--- src/rtl/parking_gate_ctrl.sv ---
// Parking-gate controller: PIN-gated single entry with attempt lockout, PIN timeout,
// tailgate detection and a saturating lot-occupancy counter with full-lot rejection.
module parking_gate_ctrl #(
    parameter int unsigned          CODE_W       = 16,
    parameter logic [CODE_W-1:0]    CORRECT_CODE = CODE_W'(16'h5990),
    parameter int unsigned          MAX_ATTEMPTS = 3,
    parameter int unsigned          PIN_TIMEOUT  = 1000,
    parameter int unsigned          CAPACITY     = 32
) (
    input  logic                            clk,
    input  logic                            rst,
    input  logic                            vehicle_arrival,
    input  logic                            vehicle_left,
    input  logic [CODE_W-1:0]               code,
    input  logic                            code_ack,
    input  logic                            gate_ack,
    input  logic                            vehicle_exit,
    input  logic                            unlock,
    output logic                            open_gate,
    output logic                            close_gate,
    output logic                            wrong_pin,
    output logic                            blocked_gate,
    output logic                            lot_full,
    output logic [$clog2(CAPACITY+1)-1:0]   occupancy
);

    localparam int unsigned ATT_W = $clog2(MAX_ATTEMPTS + 1);
    localparam int unsigned TMR_W = $clog2(PIN_TIMEOUT);
    localparam int unsigned OCC_W = $clog2(CAPACITY + 1);

    typedef enum logic [2:0] {
        IDLE      = 3'd0,
        WAIT_PIN  = 3'd1,
        BAD_PIN   = 3'd2,
        OPEN      = 3'd3,
        CLOSING   = 3'd4,
        LOCK_PIN  = 3'd5,
        LOCK_TAIL = 3'd6
    } state_t;

    state_t             state_q, state_d;
    logic [ATT_W-1:0]   att_q, att_d;
    logic [TMR_W-1:0]   tmr_q, tmr_d;
    logic [OCC_W-1:0]   occ_q, occ_d;
    logic               lot_full_q;
    logic               open_q, close_q, wrong_q, blocked_q;
    logic               entry;

    // Next-state, attempt counter and PIN timer
    always_comb begin
        state_d = state_q;
        att_d   = att_q;
        tmr_d   = '0;
        entry   = 1'b0;
        case (state_q)
            IDLE: begin
                if (vehicle_arrival && !lot_full_q) state_d = WAIT_PIN;
            end
            WAIT_PIN: begin
                if (vehicle_left) begin
                    state_d = IDLE;
                    att_d   = '0;
                end else if (code_ack) begin
                    state_d = (code == CORRECT_CODE) ? OPEN : BAD_PIN;
                end else if (tmr_q == TMR_W'(PIN_TIMEOUT - 1)) begin
                    state_d = IDLE;
                    att_d   = '0;
                end else begin
                    tmr_d = tmr_q + TMR_W'(1);
                end
            end
            BAD_PIN: begin
                // Wait for keypad release so one held submission counts once
                if (!code_ack) begin
                    if (att_q + ATT_W'(1) == ATT_W'(MAX_ATTEMPTS)) begin
                        state_d = LOCK_PIN;
                    end else begin
                        att_d   = att_q + ATT_W'(1);
                        state_d = WAIT_PIN;
                    end
                end
            end
            OPEN: begin
                att_d = '0;
                if (vehicle_left) begin
                    entry   = 1'b1;
                    state_d = vehicle_arrival ? LOCK_TAIL : CLOSING;
                end
            end
            CLOSING: begin
                if (gate_ack) state_d = IDLE;
            end
            LOCK_PIN, LOCK_TAIL: begin
                if (unlock) begin
                    state_d = CLOSING;
                    att_d   = '0;
                end
            end
            default: begin
                state_d = IDLE;
                att_d   = '0;
            end
        endcase
    end

    // Occupancy: simultaneous entry and exit cancel out
    always_comb begin
        occ_d = occ_q;
        if (entry && !vehicle_exit) begin
            if (occ_q < OCC_W'(CAPACITY)) occ_d = occ_q + OCC_W'(1);
        end else if (!entry && vehicle_exit && (occ_q != '0)) begin
            occ_d = occ_q - OCC_W'(1);
        end
    end

    always_ff @(posedge clk) begin
        if (rst) begin
            state_q    <= IDLE;
            att_q      <= '0;
            tmr_q      <= '0;
            occ_q      <= '0;
            lot_full_q <= 1'b0;
            open_q     <= 1'b0;
            close_q    <= 1'b0;
            wrong_q    <= 1'b0;
            blocked_q  <= 1'b0;
        end else begin
            state_q    <= state_d;
            att_q      <= att_d;
            tmr_q      <= tmr_d;
            occ_q      <= occ_d;
            lot_full_q <= (occ_d == OCC_W'(CAPACITY));
            open_q     <= (state_d == OPEN);
            close_q    <= (state_d == CLOSING);
            wrong_q    <= (state_d == LOCK_PIN);
            blocked_q  <= (state_d == LOCK_TAIL);
        end
    end

    assign open_gate    = open_q;
    assign close_gate   = close_q;
    assign wrong_pin    = wrong_q;
    assign blocked_gate = blocked_q;
    assign lot_full     = lot_full_q;
    assign occupancy    = occ_q;

endmodule

--- config.mk ---
export PLATFORM = sky130hd
export DESIGN_NAME = parking_gate_ctrl
export DESIGN_NICKNAME = d
export VERILOG_FILES = /design/src/rtl/parking_gate_ctrl.sv
export SDC_FILE = /design/constraint.sdc
export NUM_CORES = 1
export LEC_CHECK = 0
export ABC_AREA = 1
export ABC_CLOCK_PERIOD_IN_PS = 1450
export BUFFER_PORTS_ARGS = -buffer_cell sky130_fd_sc_hd__buf_2
export CORE_MARGIN = 4
export CORE_UTILIZATION = 25
export DETAILED_ROUTE_END_ITERATION = 8
export PLACE_DENSITY = 0.45
export SYNTH_ARGS = -nofsm -noshare
export SYNTH_HDL_FRONTEND = slang
export SYNTH_SLANG_ARGS = --single-unit
--- constraint.sdc ---
create_clock -name clk -period 1.45 [get_ports clk]
set_clock_uncertainty 0.1 [all_clocks]
set_input_delay 0.0725 -clock clk [delete_from_list [all_inputs] [get_ports clk]]
set_output_delay 0.0725 -clock clk [all_outputs]
set_load 0.03 [all_outputs]
==> results of run 1 <==
-- power by group through the flow --
stage | Combinational, mW | Clock [mW] | Sequential, mW
detailed placement | 1.63 | 0 | 0.983
CTS | 1.72 | 0.628 | 0.973
floorplan | 0.843 | 0 | 1.15
global route | 2.11 | 0.666 | 1.00
finish | 1.93 | 0.618 | 0.983
global placement | 1.65 | 0 | 0.996
-- area by class of cell --
cell class / instances / area (sq um)
clock buffer: 3 / 41.3
clock inverter: 1 / 30.0
fill: 654 / 3630
inverter: 27 / 106
multi-input combinational: 173 / 1080
sequential: 26 / 551
tap: 75 / 93.8
timing repair buffer: 66 / 418
-- layer usage --
layer  share of wire  GRT usage
met5               0          0
met3           0.037     0.0266
met1            0.44      0.132
met2            0.51      0.205
met4           0.019     0.0340
-- worst register-to-register path: cells and delay by family (launching register included) --
| kind | cells | cell delay, ps |
|---|---|---|
| buffers and inverters | 4 | 430 |
| flip-flops | 1 | 400 |
| AND/OR/NAND/NOR | 2 | 340 |
| AO/OA/AOI/OAI | 2 | 190 |
-- stage by stage --
stage | hold slack, ps | instances | setup TNS [ps] | power, mW
detailed placement | 350 | 364 | -1710 | 2.61
CTS | 42.2 | 369 | -128 | 3.32
global placement | 344 | 364 | -1370 | 2.64
global route | 55.8 | 371 | -1880 | 3.78
floorplan | 41.6 | 229 | 0 | 1.99
finish | 49.0 | 371 | -372 | 3.53
-- cell usage after synthesis, types with 2 or more instances --
| cell type | number |
|---|---|
| dfxtp_1 | 26 |
| nand2_2 | 4 |
| inv_2 | 2 |
| nand3_1 | 23 |
| ha_1 | 5 |
| inv_1 | 25 |
| xor2_1 | 2 |
| o21ai_1 | 3 |
| nor2_1 | 30 |
| nand4_1 | 5 |
| nor3b_2 | 3 |
| a21oi_1 | 14 |
| nand2_1 | 51 |
| xnor2_1 | 2 |
| o21ai_0 | 3 |
| nor2_2 | 7 |
| clkbuf_1 | 2 |
| nand3_2 | 3 |
| nor3_2 | 2 |
| nor3_1 | 11 |
-- logic make-up after synthesis --
group,share of synthesized area
XOR/XNOR,0.0227
AND/OR/NAND/NOR,0.456
flip-flops,0.337
buffers and inverters,0.0737
AO/OA/AOI/OAI,0.0697
adder cells (fa/ha/maj),0.0405
-- state kept, by name, summed over array words and instances, names as in the netlist --
name and flops:
att_q 2, state_q 3, wrong_pin 1, tmr_q 10, occupancy 6, lot_full 1
open_gate 1, close_gate 1, blocked_gate 1
-- worst max path at each step --
stage	startpoint	end	slack [ps]	depth (start not counted)
2_1_floorplan	occupancy[0]	lot_full	0.03	9
4_1_cts	state_q[1]	close_gate	-30	9
6_report	state_q[1]	state_q[0]	-80	8
3_3_place_gp	state_q[1]	close_gate	-140	9
3_5_place_dp	state_q[1]	close_gate	-130	9
5_1_grt	state_q[1]	state_q[0]	-160	8
-- repair_timing --
action | 4_1_cts | 5_1_grt
endpoints found under the setup margin | 24 | 25
gates cloned | 0 | 0
buffers inserted | 1 | 2
hold buffers | 0 | 0
pin swaps | 6 | 17
gates resized for setup | 22 | 31
==> qor.txt, run 1 <==
Util after Layout - 0.390
H-tree Lvls - 1
Arr. time, crit path - 1640 ps
number of enable flip-flop cells after synthesis - 0
dpl hpwl - 3350 um
Rows - 28
Final Hold Vio Count - 0
Int Pwr - 2.06 mW
Synth warnings - 0
most frequent cells in the layout - nand2_1 (46), buf_2 (34), buf_4 (30)
RSZ-0062 raised after global routing - true
CP Launch Type - register
sequential area share after synthesis - 0.337
first-pass GRT wire length - 6790 um
delay-heaviest family, CP - buffers and inverters
Worst-Margin Slew - 336 ps
max-cap viol count - 0
crit share post-route - 1.06
WL final - 4300 um
Layout Nets - 326
drt pass-1 iters - 4
post-route ant nets - 0
CP endpoint kind - register
max incr delay on CP - 400 ps
critical path class - register to register
largest net degree at the start of global routing - 16
vias in the first global route - 1592
Area growth syn-to-layout - 50.3%
leakage - 1.04 nW
Power Dens Cells - 1520 nW/um^2
crit-path max FO - 5
failing checks - setup timing
ranking of synthesized cells by area - dfxtp_1 (34%), nand2_1 (12%), nand3_1 (7.5%)
most common cell after layout, fill and taps aside - nand2_1
Die Width - 86.6 um
die area - 7500 sq um
Sw Ratio - 0.416
area leader, netlist - dfxtp_1
CTS tree - yes
R2R Path Start - state_q[1]
power share of the sequential group - 0.279
power share of the clock group - 0.175
hold path endpoint - occupancy[2]
max_slew headroom - 0.774
routed vias - 1708
GP Congestion - 0.808
Num CTS Buffers - 3
HP Start - rst
R2R cell count - 8
R2R Path End - state_q[0]
Syn Nets - 258
placed inst area - 2040 sq um
Post-Syn Area per Cell - 6.74 sq um
outcome - finished with violations
asr flop ratio synth - 0
# diodes - 0
Initial Util - 0.259
CP bufs+invs - 4
Worst Hold Depth - 2
clk sink count - 26
Hold WC Path Type - input pin to register
Syn Inst Count - 229
Top FF cell, synth - dfxtp_1
final worst slack - -81.4 ps
total track usage - 0.113
min cycle time layout - 1530 ps
Peak supply drop - 0.933 mV
Finished Cell Area - 2320 sq um
I/O pins - 35
share of total power in combinational logic - 0.546
DRC errors left - 0
Synth cell types - 26
Clock Pin Slew Worst Setup and Hold Paths - 100 ps
initial antenna violation count - 0
fmax - 653 MHz
root buffer cell - clkbuf_8
Avg Vias per Cell - 4.60
Die Y-Extent - 86.6 um
wire length per cell - 11.6 um
slowest CP cell - dfxtp_4
post-synth top area share - 0.337
FF-to-FF setup slack - -80 ps
Placement Setup Slack - -135 ps
input/output buffers - 34
fin. max-slew vios - 0
First DRT Iteration DRCs - 46
Finish-stage setup viols - 10
#FFs+latches synth - 26
clk_lat worst skew - 280 ps
share of layout cells above drive strength 1 - 0.456
data required time of the critical path - 1560 ps
Clock Tree Buf Depth - 2
GRT overflow - 0
core area - 5960 sq um
P_sw - 1.47 mW
crit path cell chain - inv_2 -> nor3_2 -> buf_4 -> inv_1 -> nor2_1 -> a211oi_2 -> buf_4 -> a21oi_1
Crit path top cell by count - buf_4
synthesized area - 1540 sq um
(Power assumes the default switching activity.)
==> run 2: changes to the inputs <==
--- a/config.mk
+++ b/config.mk
@@ -10,8 +10,10 @@
 export BUFFER_PORTS_ARGS = -buffer_cell sky130_fd_sc_hd__buf_2
 export CORE_MARGIN = 4
 export CORE_UTILIZATION = 25
+export CTS_BUF_LIST = sky130_fd_sc_hd__clkbuf_16
 export DETAILED_ROUTE_END_ITERATION = 8
-export PLACE_DENSITY = 0.45
+export MAX_ROUTING_LAYER = met4
+export PLACE_DENSITY = 0.55
 export SYNTH_ARGS = -nofsm -noshare
 export SYNTH_HDL_FRONTEND = slang
 export SYNTH_SLANG_ARGS = --single-unit
==> qor.txt, run 2 (synthesis results as in run 1) <==
RSZ-0062 raised after global routing - true
crit path cell chain - inv_4 -> ha_4 -> nand3_4 -> buf_6 -> nand3_4 -> nand2_2 -> nand2_2 -> nand2_1 -> nor2_1 -> nand2_1 -> nor2_1
Initial Util - 0.259
DRC errors left - 0
crit-path max FO - 4
power share of the clock group - 0.171
Hold WC Path Type - input pin to register
share of total power in combinational logic - 0.568
outcome - finished with violations
Clock Pin Slew Worst Setup and Hold Paths - 70 ps
post-route ant nets - 0
First DRT Iteration DRCs - 88
Finish-stage setup viols - 5
leakage - 1.10 nW
CP endpoint kind - register
input/output buffers - 34
final worst slack - -51.9 ps
Power Dens Cells - 1490 nW/um^2
root buffer cell - clkbuf_16
Die Width - 86.6 um
dpl hpwl - 3220 um
Rows - 28
drt pass-1 iters - 4
crit share post-route - 1.04
CTS tree - yes
failing checks - setup timing
CTS Hold Bufs - 0
GP Congestion - 0.837
fmax - 666 MHz
Layout Nets - 332
max incr delay on CP - 370 ps
number of flip-flops in the largest register - 10
worst hold slack - 89.4 ps
placed inst area - 2050 sq um
first-pass GRT wire length - 7000 um
Avg Vias per Cell - 4.54
Arr. time, crit path - 1610 ps
wire length per cell - 12.2 um
H-tree Lvls - 1
HP Start - rst
GRT overflow - 0
most common cell after layout, fill and taps aside - nand2_1
CP Launch Type - register
routed vias - 1713
Num CTS Buffers - 3
share of layout cells above drive strength 1 - 0.500
most flop-heavy register - tmr_q
Area growth syn-to-layout - 58.6%
WL final - 4610 um
Final Hold Vio Count - 0
Worst-Margin Slew - 353 ps
critical path class - register to register
# diodes - 0
Finished Cell Area - 2450 sq um
die area - 7500 sq um
clk sink count - 26
CP Launch Point - occupancy[0]
max-cap viol count - 0
most frequent cells in the layout - nand2_1 (44), buf_4 (35), buf_2 (34)
data required time of the critical path - 1560 ps
delay-heaviest family, CP - simple AND/OR/NAND/NOR gates
initial antenna violation count - 0
core area - 5960 sq um
min cycle time layout - 1500 ps
power share of the sequential group - 0.260
R2R Path Start - occupancy[0]
Placement Setup Slack - -151 ps
P_sw - 1.55 mW
Peak supply drop - 1.16 mV
I/O pins - 35
slowest CP cell - dfxtp_4
CP bufs+invs - 2
Sw Ratio - 0.424
max_slew headroom - 0.764
Die Y-Extent - 86.6 um
fin. max-slew vios - 0
Clock Tree Buf Depth - 2
vias in the first global route - 1578
total track usage - 0.118
Int Pwr - 2.11 mW
largest net degree at the start of global routing - 15
Tot Pwr - 3.65 mW
clk_lat worst skew - 260 ps
run 2: power by group through the flow:
| stage | registers (mW) | logic (mW) | clock network, mW |
|---|---|---|---|
| finish | 0.950 | 2.08 | 0.626 |
| global placement | 0.938 | 1.72 | 0 |
| global route | 0.959 | 2.27 | 0.677 |
| CTS | 0.927 | 1.77 | 0.650 |
| floorplan | 1.15 | 0.843 | 0 |
| detailed placement | 0.938 | 1.71 | 0 |
run 2: final timing paths:
check	to	slack [ps]	cells past startpoint
max	lot_full	-50	11
min reg2reg	att_q[1]	360	2
min	occupancy[2]	90	2
max reg2reg	lot_full	-50	11
run 2: stage by stage:
stage                     TNS (ps)   util  std cells
final                         -173  0.411        377
after global routing         -1920  0.411        377
after CTS                    -71.6  0.367        372
after detailed placement      -928  0.345        366
after global placement        -825  0.345        366
after floorplan                  0      -        229
run 2: layout make-up:
| cell class | instances | area [sq um] |
|---|---|---|
| multi-input combinational | 174 | 1160 |
| tap | 75 | 93.8 |
| timing repair buffer | 71 | 455 |
| sequential | 26 | 549 |
| clock buffer | 3 | 75.1 |
| clock inverter | 1 | 3.75 |
| fill | 641 | 3510 |
| inverter | 27 | 109 |
run 2: routing by layer:
metal / GRT usage / part of all wire / wire length, um / vias to the layer above
met5: - / 0 / 0 / -
met4: 0.0312 / 0.0085 / 39 / 0
met3: 0.0238 / 0.030 / 138 / 4
met2: 0.204 / 0.53 / 2440 / 28
met1: 0.141 / 0.43 / 1990 / 786
li1: - / - / - / 895
run 2: what timing repair did:
action                     in CTS  in global routing
gates cloned                    0                  1
pin swaps                       2                 13
buffers inserted                2                  4
hold endpoints to repair        0                  0
setup endpoints to repair      21                 24
resized for setup              12                 58
==> run 3: changes to the inputs <==
--- a/config.mk
+++ b/config.mk
@@ -13,7 +13,6 @@
 export CTS_BUF_LIST = sky130_fd_sc_hd__clkbuf_16
 export DETAILED_ROUTE_END_ITERATION = 8
 export MAX_ROUTING_LAYER = met4
-export PLACE_DENSITY = 0.55
 export SYNTH_ARGS = -nofsm -noshare
 export SYNTH_HDL_FRONTEND = slang
 export SYNTH_SLANG_ARGS = --single-unit
==> qor.txt, run 3 (synthesis results as in run 1) <==
CP Launch Type - register
clk sink count - 26
Clock Pin Slew Worst Setup and Hold Paths - 60 ps
Peak supply drop - 1.14 mV
share of total power in combinational logic - 0.576
Int Pwr - 2.15 mW
Rows - 28
dpl cells - 370
Finish-stage setup viols - 9
data required time of the critical path - 1550 ps
CTS Hold Bufs - 0
crit-path max FO - 5
drt pass-1 iters - 4
leakage - 1.14 nW
fin. max-slew vios - 0
DRC errors left - 0
I/O pins - 35
max-cap viol count - 0
Hold WC Path Type - input pin to register
Util after Layout - 0.437
power share of the clock group - 0.166
R2R cell count - 9
final worst slack - -98.3 ps
Die Y-Extent - 86.6 um
H-tree Lvls - 1
most common cell after layout, fill and taps aside - buf_4
routed vias - 1790
Avg Vias per Cell - 4.61
Layout Cells excl Fill - 388
first-pass GRT wire length - 7300 um
die area - 7500 sq um
largest net degree at the start of global routing - 15
critical path class - register to register
Initial Util - 0.259
Layout Nets - 343
P_sw - 1.53 mW
WL final - 4680 um
failing checks - setup timing
max_slew headroom - 0.772
First DRT Iteration DRCs - 78
fmax - 646 MHz
RSZ-0062 raised after global routing - true
Worst Hold Depth - 2
vias in the first global route - 1757
Power Dens Cells - 1420 nW/um^2
clk_lat worst skew - 260 ps
wire length per cell - 12.1 um
GP Congestion - 0.830
Die Width - 86.6 um
crit share post-route - 1.07
GRT overflow - 0
CTS tree - yes
dpl hpwl - 3220 um
initial antenna violation count - 0
number of flip-flops in the largest register - 10
# diodes - 0
placed inst area - 2080 sq um
core area - 5960 sq um
worst hold slack - 85.8 ps
Num CTS Buffers - 3
outcome - finished with violations
min cycle time layout - 1550 ps
Arr. time, crit path - 1640 ps
Sw Ratio - 0.416
Area growth syn-to-layout - 68.6%
power share of the sequential group - 0.258
Worst-Margin Slew - 342 ps
share of layout cells above drive strength 1 - 0.546
Final Hold Vio Count - 0
post-route ant nets - 0
Finished Cell Area - 2600 sq um
input/output buffers - 34
root buffer cell - clkbuf_16
total track usage - 0.123
most frequent cells in the layout - buf_4 (45), nand2_1 (44), buf_2 (34)
Clock Tree Buf Depth - 2
most flop-heavy register - tmr_q
CP endpoint kind - register
run 3: through the flow:
step,TNS [ps],power [mW],setup WS [ps]
final,-387,3.69,-98.3
after global routing,-1970,3.99,-224
after CTS,-27.4,3.56,-22.0
after detailed placement,-1410,2.68,-156
after global placement,-1060,2.68,-118
after floorplan,0,1.99,0.0274
run 3: worst paths after layout:
| check | startpoint | end | slack [ps] |
|---|---|---|---|
| max reg2reg | state_q[1] | wrong_pin | -100 |
| max | state_q[1] | wrong_pin | -100 |
| min reg2reg | att_q[0] | att_q[0] | 370 |
| min | rst | occupancy[1] | 90 |
run 3: area by class of cell:
type	count	area [sq um]
clock inverter	1	3.75
clock buffer	3	75.1
tap	75	93.8
fill	590	3350
multi-input combinational	174	1230
inverter	27	109
timing repair buffer	82	542
sequential	26	552
run 3: critical path, stage by stage (launching register included):
cell and delay [ps]:
dfxtp_4 370, buf_4 110, inv_2 40, nor3_4 220
o21ai_2 100, o21ai_2 220, nor2_4 60, nor2_4 90
nand2_2 70, a21oi_2 90
run 3: power by group through the flow:
stage	sequential, mW	clock (mW)	combinational, mW
after floorplan	1.15	0	0.843
after global placement	0.946	0	1.73
after detailed placement	0.942	0	1.74
after CTS	0.946	0.634	1.98
after global routing	0.962	0.670	2.35
final	0.949	0.613	2.12
run 3: timing repair:
item                       4_1_cts  5_1_grt
gates cloned                     0        1
pin swaps                       11       34
gates resized for setup         32       54
setup endpoints to repair       23       23
buffers inserted                 5       10
run 3: per-layer routing:
| layer | vias to the layer above | track usage | part of all wire |
|---|---|---|---|
| li1 | 919 | - | - |
| met1 | 827 | 0.138 | 0.42 |
| met2 | 32 | 0.220 | 0.53 |
| met3 | 12 | 0.0209 | 0.031 |
| met4 | 0 | 0.0439 | 0.021 |
| met5 | - | - | 0 |
